===== config.mk =====
export PLATFORM = sky130hd
export DESIGN_NAME = bcd_countdown_timer_flat
export DESIGN_NICKNAME = d
export VERILOG_FILES = /design/src/rtl/timer_pkg.sv /design/src/rtl/bcd_countdown_timer_if.sv /design/src/rtl/bcd_down_digit.sv /design/src/rtl/bcd_countdown_timer.sv /design/src/flat_wrapper.sv
export SDC_FILE = /design/constraint.sdc
export NUM_CORES = 1
export LEC_CHECK = 0
export CAP_MARGIN = 20
export CORE_MARGIN = 2
export CORE_UTILIZATION = 50
export DETAILED_ROUTE_END_ITERATION = 16
export PLACE_DENSITY = 0.83
export SYNTH_ARGS = -nofsm -noshare
export SYNTH_HDL_FRONTEND = slang
export SYNTH_HIERARCHICAL = 1
export SYNTH_SLANG_ARGS = --single-unit

===== constraint.sdc =====
create_clock -name clk -period 2.7 [get_ports clk]
set_clock_uncertainty 0.1 [all_clocks]
set_input_delay 0.54 -clock clk [delete_from_list [all_inputs] [get_ports clk]]
set_output_delay 0.54 -clock clk [all_outputs]
set_load 0.01 [all_outputs]

===== src/rtl/timer_pkg.sv =====
// Shared types and constants for the BCD countdown timer.
// State encoding is fixed: IDLE=0, RUN=1, PAUSE=2, DONE=3.
package timer_pkg;

  localparam int unsigned BCD_W = 4;

  typedef enum logic [1:0] {
    StIdle  = 2'd0,
    StRun   = 2'd1,
    StPause = 2'd2,
    StDone  = 2'd3
  } state_e;

  // Any digit code above 9 is loaded as 9.
  function automatic logic [BCD_W-1:0] bcd_clamp(input logic [BCD_W-1:0] d);
    return (d > 4'd9) ? 4'd9 : d;
  endfunction

endpackage


===== src/rtl/bcd_countdown_timer_if.sv =====
// Control/status bundle of the BCD countdown timer.
// The master drives the controls; the slave (the timer) drives the status.
interface bcd_countdown_timer_if #(
  parameter int unsigned DIGITS = 2
);
  logic                  load;
  logic [4*DIGITS-1:0]   load_val;
  logic                  start;
  logic                  pause;
  logic [4*DIGITS-1:0]   count;
  logic                  running;
  logic                  expired;
  logic                  done;

  modport master (
    output load, load_val, start, pause,
    input  count, running, expired, done
  );

  modport slave (
    input  load, load_val, start, pause,
    output count, running, expired, done
  );
endinterface


===== src/rtl/bcd_down_digit.sv =====
// One BCD digit that counts down 9..0 and wraps to 9 with a borrow.
// Priority: reset > load > dec.
module bcd_down_digit
  import timer_pkg::*;
(
  input  logic             clk,
  input  logic             reset,
  input  logic             load,
  input  logic [BCD_W-1:0] d,
  input  logic             dec,
  output logic [BCD_W-1:0] q,
  output logic             borrow_out
);

  logic [BCD_W-1:0] r_q;

  always_ff @(posedge clk) begin
    if (reset) begin
      r_q <= '0;
    end else if (load) begin
      r_q <= d;
    end else if (dec) begin
      r_q <= (r_q == '0) ? 4'd9 : r_q - 4'd1;
    end
  end

  assign q          = r_q;
  assign borrow_out = (r_q == '0) && dec;

endmodule


===== src/rtl/bcd_countdown_timer.sv =====
// Multi-digit BCD down-counter with tick prescaler and IDLE/RUN/PAUSE/DONE control.
// All logic runs on clk; the prescaler acts as a clock enable for the digit chain.
module bcd_countdown_timer
  import timer_pkg::*;
#(
  parameter int unsigned DIGITS   = 2,
  parameter int unsigned TICK_DIV = 50000000
) (
  input  logic                    clk,
  input  logic                    reset,
  bcd_countdown_timer_if.slave    bus
);

  localparam int unsigned CW = BCD_W * DIGITS;
  localparam int unsigned PW = (TICK_DIV > 2) ? $clog2(TICK_DIV) : 1;

  state_e          r_state;
  logic [PW-1:0]   r_presc;
  logic            r_running;
  logic            r_expired;
  logic            r_done;

  logic [CW-1:0]   w_count;
  logic [DIGITS:0] w_borrow;
  logic            w_tick;
  logic            w_last_step;

  // Ticks only in RUN when not being paused this cycle; load overrides inside the digits.
  assign w_tick      = (r_state == StRun) && !bus.pause && (r_presc == PW'(TICK_DIV - 1));
  assign w_borrow[0] = w_tick;
  assign w_last_step = (w_count == CW'(1));

  for (genvar g = 0; g < DIGITS; g++) begin : g_digit
    bcd_down_digit u_digit (
      .clk        (clk),
      .reset      (reset),
      .load       (bus.load),
      .d          (bcd_clamp(bus.load_val[g*BCD_W +: BCD_W])),
      .dec        (w_borrow[g]),
      .q          (w_count[g*BCD_W +: BCD_W]),
      .borrow_out (w_borrow[g+1])
    );
  end

  always_ff @(posedge clk) begin
    if (reset) begin
      r_state   <= StIdle;
      r_presc   <= '0;
      r_running <= 1'b0;
      r_expired <= 1'b0;
      r_done    <= 1'b0;
    end else begin
      r_done <= 1'b0;
      if (bus.load) begin
        r_state   <= StIdle;
        r_presc   <= '0;
        r_running <= 1'b0;
        r_expired <= 1'b0;
      end else begin
        unique case (r_state)
          StIdle: begin
            if (bus.start && !bus.pause) begin
              if (w_count != '0) begin
                r_state   <= StRun;
                r_presc   <= '0;
                r_running <= 1'b1;
              end else begin
                r_state   <= StDone;
                r_expired <= 1'b1;
                r_done    <= 1'b1;
              end
            end
          end
          StRun: begin
            if (bus.pause) begin
              r_state   <= StPause;
              r_running <= 1'b0;
            end else if (w_tick) begin
              r_presc <= '0;
              if (w_last_step) begin
                r_state   <= StDone;
                r_running <= 1'b0;
                r_expired <= 1'b1;
                r_done    <= 1'b1;
              end
            end else begin
              r_presc <= r_presc + 1'b1;
            end
          end
          StPause: begin
            if (bus.start && !bus.pause) begin
              r_state   <= StRun;
              r_running <= 1'b1;
            end
          end
          StDone: begin
          end
          default: r_state <= StIdle;
        endcase
      end
    end
  end

  assign bus.count   = w_count;
  assign bus.running = r_running;
  assign bus.expired = r_expired;
  assign bus.done    = r_done;

endmodule

===== src/flat_wrapper.sv =====
// flat-port wrapper written by rule: the top's interface ports become plain ports
module bcd_countdown_timer_flat import timer_pkg::*;
#(
  parameter int unsigned DIGITS   = 2,
  parameter int unsigned TICK_DIV = 50000000
)
  (clk, reset, bus_load, bus_load_val, bus_start, bus_pause, bus_count, bus_running, bus_expired, bus_done);
  bcd_countdown_timer_if #(.DIGITS(DIGITS)) bus_i ();
  input  logic clk;
  input  logic reset;
  input wire logic [$bits(bus_i.load)-1:0] bus_load;
  input wire logic [$bits(bus_i.load_val)-1:0] bus_load_val;
  input wire logic [$bits(bus_i.start)-1:0] bus_start;
  input wire logic [$bits(bus_i.pause)-1:0] bus_pause;
  output wire logic [$bits(bus_i.count)-1:0] bus_count;
  output wire logic [$bits(bus_i.running)-1:0] bus_running;
  output wire logic [$bits(bus_i.expired)-1:0] bus_expired;
  output wire logic [$bits(bus_i.done)-1:0] bus_done;
  assign bus_i.load = bus_load;
  assign bus_i.load_val = bus_load_val;
  assign bus_i.start = bus_start;
  assign bus_i.pause = bus_pause;
  assign bus_count = bus_i.count;
  assign bus_running = bus_i.running;
  assign bus_expired = bus_i.expired;
  assign bus_done = bus_i.done;
  bcd_countdown_timer #(.DIGITS(DIGITS), .TICK_DIV(TICK_DIV)) u_core (.clk(clk), .reset(reset), .bus(bus_i));
endmodule

==> results.json <==
{
  "status": "finished clean",
  "p_leak_nw": 0.922,
  "insertedDiodeCount": 0,
  "dp.cells": 327,
  "grtUsageTotal": 0.209,
  "final_area_mm2": 0.00264,
  "fin_nets": 304,
  "die_h_um": 68.9,
  "ant_nets": 0,
  "cts_max_path_buffers": 2,
  "end_kind": "register",
  "hold_buffers": 0,
  "yosys_warnings": 6,
  "syn2layout_area_growth_pct": 25.2,
  "cts_root_buf": "clkbuf_8",
  "rsz0062_at_grt": "no",
  "rows": 23,
  "min_period_ps": 2570,
  "vdd_drop_max_mv": 0.234,
  "fin_cells": 337,
  "cp_num_buf_inv": 1,
  "crit_top_cell": "nand2b_1",
  "worstMarginPinSlew_ps": 548,
  "layout_worst_path_cycle_share": 0.952,
  "cp-start-kind": "input port",
  "vias": 1891,
  "p_per_area_mw_per_mm2": 434,
  "numPortBuffers": 23,
  "coreArea_mm2": 0.00403,
  "first_global_vias": 1754,
  "path_max_fanout": 3,
  "place.gp.congestion": 0.830,
  "route.detailed.drc": 0,
  "start_util": 0.523,
  "wl_mm": 4.57,
  "clk_latency_ps": 290,
  "cp.required_ps": 2800,
  "cp_data_arrival_time_ps": 2670,
  "drive_gt1_frac": 0.178,
  "place.detailed.hpwl_mm": 3.36,
  "clock_sinks": 39,
  "synthesis.nets": 260,
  "slowest_delay_ps": 410,
  "dieArea_mm2": 0.00475,
  "critical-path-top-delay-family": "simple AND/OR/NAND/NOR gates",
  "syn_inst": 242,
  "hold_class": "reg2reg",
  "grt_pass1_wl_mm": 7.56,
  "grt_max_degree": 15,
  "path_cells": "clkdlybuf4s50_1, nand2b_1, nor4_2, nor4b_4, nor2b_2, nand2b_1, or3_1, a221oi_2",
  "hold_viol": 0,
  "drv_slew": 0,
  "slew_headroom": 0.632,
  "drt_iter0_drc": 156,
  "clock.fmax_mhz": 389,
  "fillers": 349,
  "avgSynthCellArea_um2": 8.71,
  "io_pins": 24,
  "cts_tree": "built",
  "place_area_mm2": 0.00251,
  "viasPerCell": 5.61,
  "antenna_found_initial": 0,
  "htreeDepth": 2,
  "overflow": 0,
  "maxCapViolCount": 0,
  "cp_slowest_cell": "clkdlybuf4s50_1",
  "crit_type": "in2reg",
  "avgRoutedWirePerCell_um": 13.6,
  "design_power_total_mw": 1.15,
  "die_w_um": 68.9,
  "fin_util": 0.655,
  "firstDrtPassIters": 4,
  "synth_area_mm2": 0.00211,
  "setup_violations": 0,
  "cts_buffers": 5,
  "clkTransAtPathRegs_ps": 70
}
-- per-layer routing --
metal | part of all wire | global-route usage | vias up
met5 | 0 | 0 | -
met4 | 0.011 | 0.0735 | 0
met3 | 0.031 | 0.0438 | 6
met2 | 0.49 | 0.373 | 31
met1 | 0.47 | 0.247 | 901
li1 | - | - | 953
-- power by group --
part	leakage (nW)	internal (mW)	switching (mW)
clock network	0.0412	0.181	0.206
logic	0.564	0.0770	0.0764
registers	0.317	0.586	0.0201
-- per-stage QoR --
step	setup slack (ps)	setup TNS (ps)	hold slack, ps
floorplan	38.3	0	347
global placement	-129	-212	337
detailed placement	-316	-655	339
CTS	3.37	0	352
global route	1.59	0	411
finish	131	0	351
-- sequential cells by signal, indices dropped and copies added, names as in the netlist --
name	count
u_core/bus.done	1
u_core/r_state	2
u_core/g_digit.u_digit/q	8
u_core/bus.running	1
u_core/r_presc	26
u_core/bus.expired	1
-- layout make-up --
class | instances | area [µm²] | share of cell area
Clock inverter | 2 | 12.5 | 0.00474
Tap cell | 50 | 62.6 | 0.0237
Multi-Input combinational cell | 183 | 1270 | 0.481
Clock buffer | 6 | 72.6 | 0.0275
Sequential cell | 39 | 782 | 0.296
Timing Repair Buffer | 45 | 395 | 0.150
Inverter | 12 | 45.0 | 0.0171
-- cell usage in the layout, fill, tap and decap left out, types with 5 or more instances in the layout --
| master | n |
|---|---|
| dfxtp_1 | 38 |
| nor2_1 | 29 |
| clkdlybuf4s50_1 | 23 |
| buf_4 | 22 |
| xor2_1 | 20 |
| nand2_1 | 15 |
| a21oi_1 | 14 |
| nand4_1 | 13 |
| inv_1 | 12 |
| nand3_1 | 11 |
| o21ai_0 | 7 |
| nand2b_1 | 6 |
| clkbuf_8 | 5 |
| o31ai_1 | 5 |
| or4_1 | 5 |
-- tightest hold or removal path: cells and delay by family, from the launching register on --
kind	cells	cell delay, ps
flip-flops	1	310
buffers and inverters	1	50
AO/OA/AOI/OAI	1	50
-- repair_timing --
| action | in CTS | in global routing |
|---|---|---|
| hold endpoints to repair | 0 | 0 |
| endpoints found under the setup margin | 1 | 3 |
| resized for setup | 2 | 4 |
| cloned | 0 | 0 |
| pin swaps | 0 | 2 |
| buffers inserted | 0 | 2 |
-- path summary, 6_finish.rpt --
| check | from | end | slack, ps | cells after the start |
|---|---|---|---|---|
| setup / recovery | bus_pause | u_core/g_digit[1].u_digit/q[1]$_SDFFE_PP0P_ | 130 | 8 |
| hold / removal | u_core/bus.expired$_SDFFE_PP0P_ | u_core/bus.expired$_SDFFE_PP0P_ | 350 | 2 |
| setup reg to reg | u_core/r_presc[1]$_SDFFE_PP0P_ | u_core/g_digit[1].u_digit/q[1]$_SDFFE_PP0P_ | 180 | 8 |
| hold reg to reg | u_core/bus.expired$_SDFFE_PP0P_ | u_core/bus.expired$_SDFFE_PP0P_ | 350 | 2 |
No activity file was read; power rests on OpenSTA's default activity.
==> patch: new RTL, config.mk and constraints unchanged <==
`TICK_DIV` is set to 50000000 in 2 places; all go to 200000000.
--- a/src/rtl/bcd_countdown_timer.sv
+++ b/src/rtl/bcd_countdown_timer.sv
@@ -4,7 +4,7 @@
   import timer_pkg::*;
 #(
   parameter int unsigned DIGITS   = 2,
-  parameter int unsigned TICK_DIV = 50000000
+  parameter int unsigned TICK_DIV = 200000000
 ) (
   input  logic                    clk,
   input  logic                    reset,
--- a/src/flat_wrapper.sv
+++ b/src/flat_wrapper.sv
@@ -2,7 +2,7 @@
 module bcd_countdown_timer_flat import timer_pkg::*;
 #(
   parameter int unsigned DIGITS   = 2,
-  parameter int unsigned TICK_DIV = 50000000
+  parameter int unsigned TICK_DIV = 200000000
 )
   (clk, reset, bus_load, bus_load_val, bus_start, bus_pause, bus_count, bus_running, bus_expired, bus_done);
   bcd_countdown_timer_if #(.DIGITS(DIGITS)) bus_i ();
Check against the original RTL: same outputs for any inputs over 10 cycles, from zero or initial values and one cycle with reset high; that may be too few to reach the edited logic, so the function may still have changed.
==> patch against the original RTL <==
Via count up 18%. Highest routed layer unchanged. Synthesized area increased by 16%. Design area rose by 14%. Die area rose by 15%. Power is 5.6% higher. Critical endpoint unchanged. Worst setup slack better by 4.0 ps. Sequential cell count up 2. Wire length up 22%.
==> patch: results (changes against the original RTL) <==
GPL Wtd Cong -> 0.8726 (+5.1%)
initial DRC count -> 121 (-22%)
worst min path class -> reg -> reg
status -> complete, no violations
Max VDD drop -> 0.2679 mV (+14%)
Worst-Skew Late Latency -> 310 ps (+20 ps)
Non-CTS buffers -> 48 (+6.7%)
antenna cells -> 0 (unchanged)
warnings from Yosys -> 6 (unchanged)
fraction of area in registers -> 27.37% (-2.3 points)
LEAKAGE -> 0.9686 nW (+5.0%)
CP Max Fanout -> 5 (+2)
overall global routing resource usage -> 22.75% (+1.8 points)
dpl cells -> 378 (+16%)
Critical Path AT -> 2680 ps (about the same)
initial antenna violation count -> 0 (unchanged)
Syn Area/Cell -> 8.868 sq um (+1.8%)
H-Tree Depth -> 2 (unchanged)
filler cell count -> 386 (+11%)
Multi-input gate area -> 1549 sq um (+22%)
Worst-Margin Slew -> 677.1 ps (+129.0 ps)
buffer share of cell area -> 14.31% (-0.67 points)
CP max stage delay -> 380 ps (-30 ps)
critical path's slowest cell -> dfxtp_2
CTS max path bufs -> 2 (unchanged)
largest net degree at the start of global routing -> 29 (+14)
vias in the first global route -> 2142 (+22%)
Final nets -> 338 (+11%)
CTS clk-pin slew, worst paths -> 90 ps (+20 ps)
DP Area -> 2874 sq um (+14%)
via density per instance -> 5.745 (+2.4%)
switching share of total power -> 27.62% (+1.2 points)
Root Driver -> clkbuf_8
clock buffer count -> 6 (unchanged)
FF+latch count -> 41 (+5.1%)
max FFs per register -> 28 (+7.7%)
Largest Register -> u_core/r_presc
multi-input combinational area share -> 51.50% (+3.4 points)
wire length of the first global-routing pass -> 9542 um (+26%)
port bufs -> 23 (unchanged)
Setup WS pre-CTS -> -343.8 ps (-27.61 ps)
met2 WL -> 2729 um (+21%)
Synthesized Nets -> 293 (+13%)
comb_multi_in -> 215 (+17%)
share of cells above drive strength 1 -> 20.25% (+2.5 points)
clock network area share -> 2.912% (-0.31 points)
Core Area -> 4723 sq um (+17%)
HPWL Detailed -> 4048 um (+20%)
WL met3 -> 245 um (+75%)
Met1 Wirelength -> 2488 um (+17%)
DR pass1 iterations -> 4 (unchanged)
Routed WL per cell -> 14.41 um (+6.2%)
maxcap violations -> 0 (unchanged)
Final Max Slew Viols -> 0 (unchanged)
nonclk inv count -> 9 (-3)
Routed WL -> 5590 um (+22%)
patch: metal layers:
metal  track usage (%)  vias up
met3             4.938       13
met4             9.495        0
met2             38.59       54
li1                  -     1100
met5                 0        -
met1             27.66     1062
patch: power by group through the flow:
stage	Clock [mW]	Sequential, mW	Combinational [mW]
global route	0.442	0.638	0.178
detailed placement	0	0.648	0.162
global placement	0	0.648	0.158
CTS	0.420	0.634	0.164
floorplan	0	0.649	0.0895
finish	0.410	0.635	0.165
patch: path summary, 6_finish.rpt:
kind	start	to	slack [ps]	cells past startpoint
worst max-delay path	u_core/r_presc[0]	u_core/g_digit[1].u_digit/q[1]	130	9
worst min-delay path	u_core/bus.expired	u_core/bus.expired	370	1
worst max register to register	u_core/r_presc[0]	u_core/g_digit[1].u_digit/q[1]	130	9
worst min register to register	u_core/bus.expired	u_core/bus.expired	370	1
patch: what timing repair did:
item	in CTS	in global routing
setup endpoints to repair	1	4
pin swaps	0	2
cloned	0	0
setup buffers	0	2
gates resized for setup	2	5
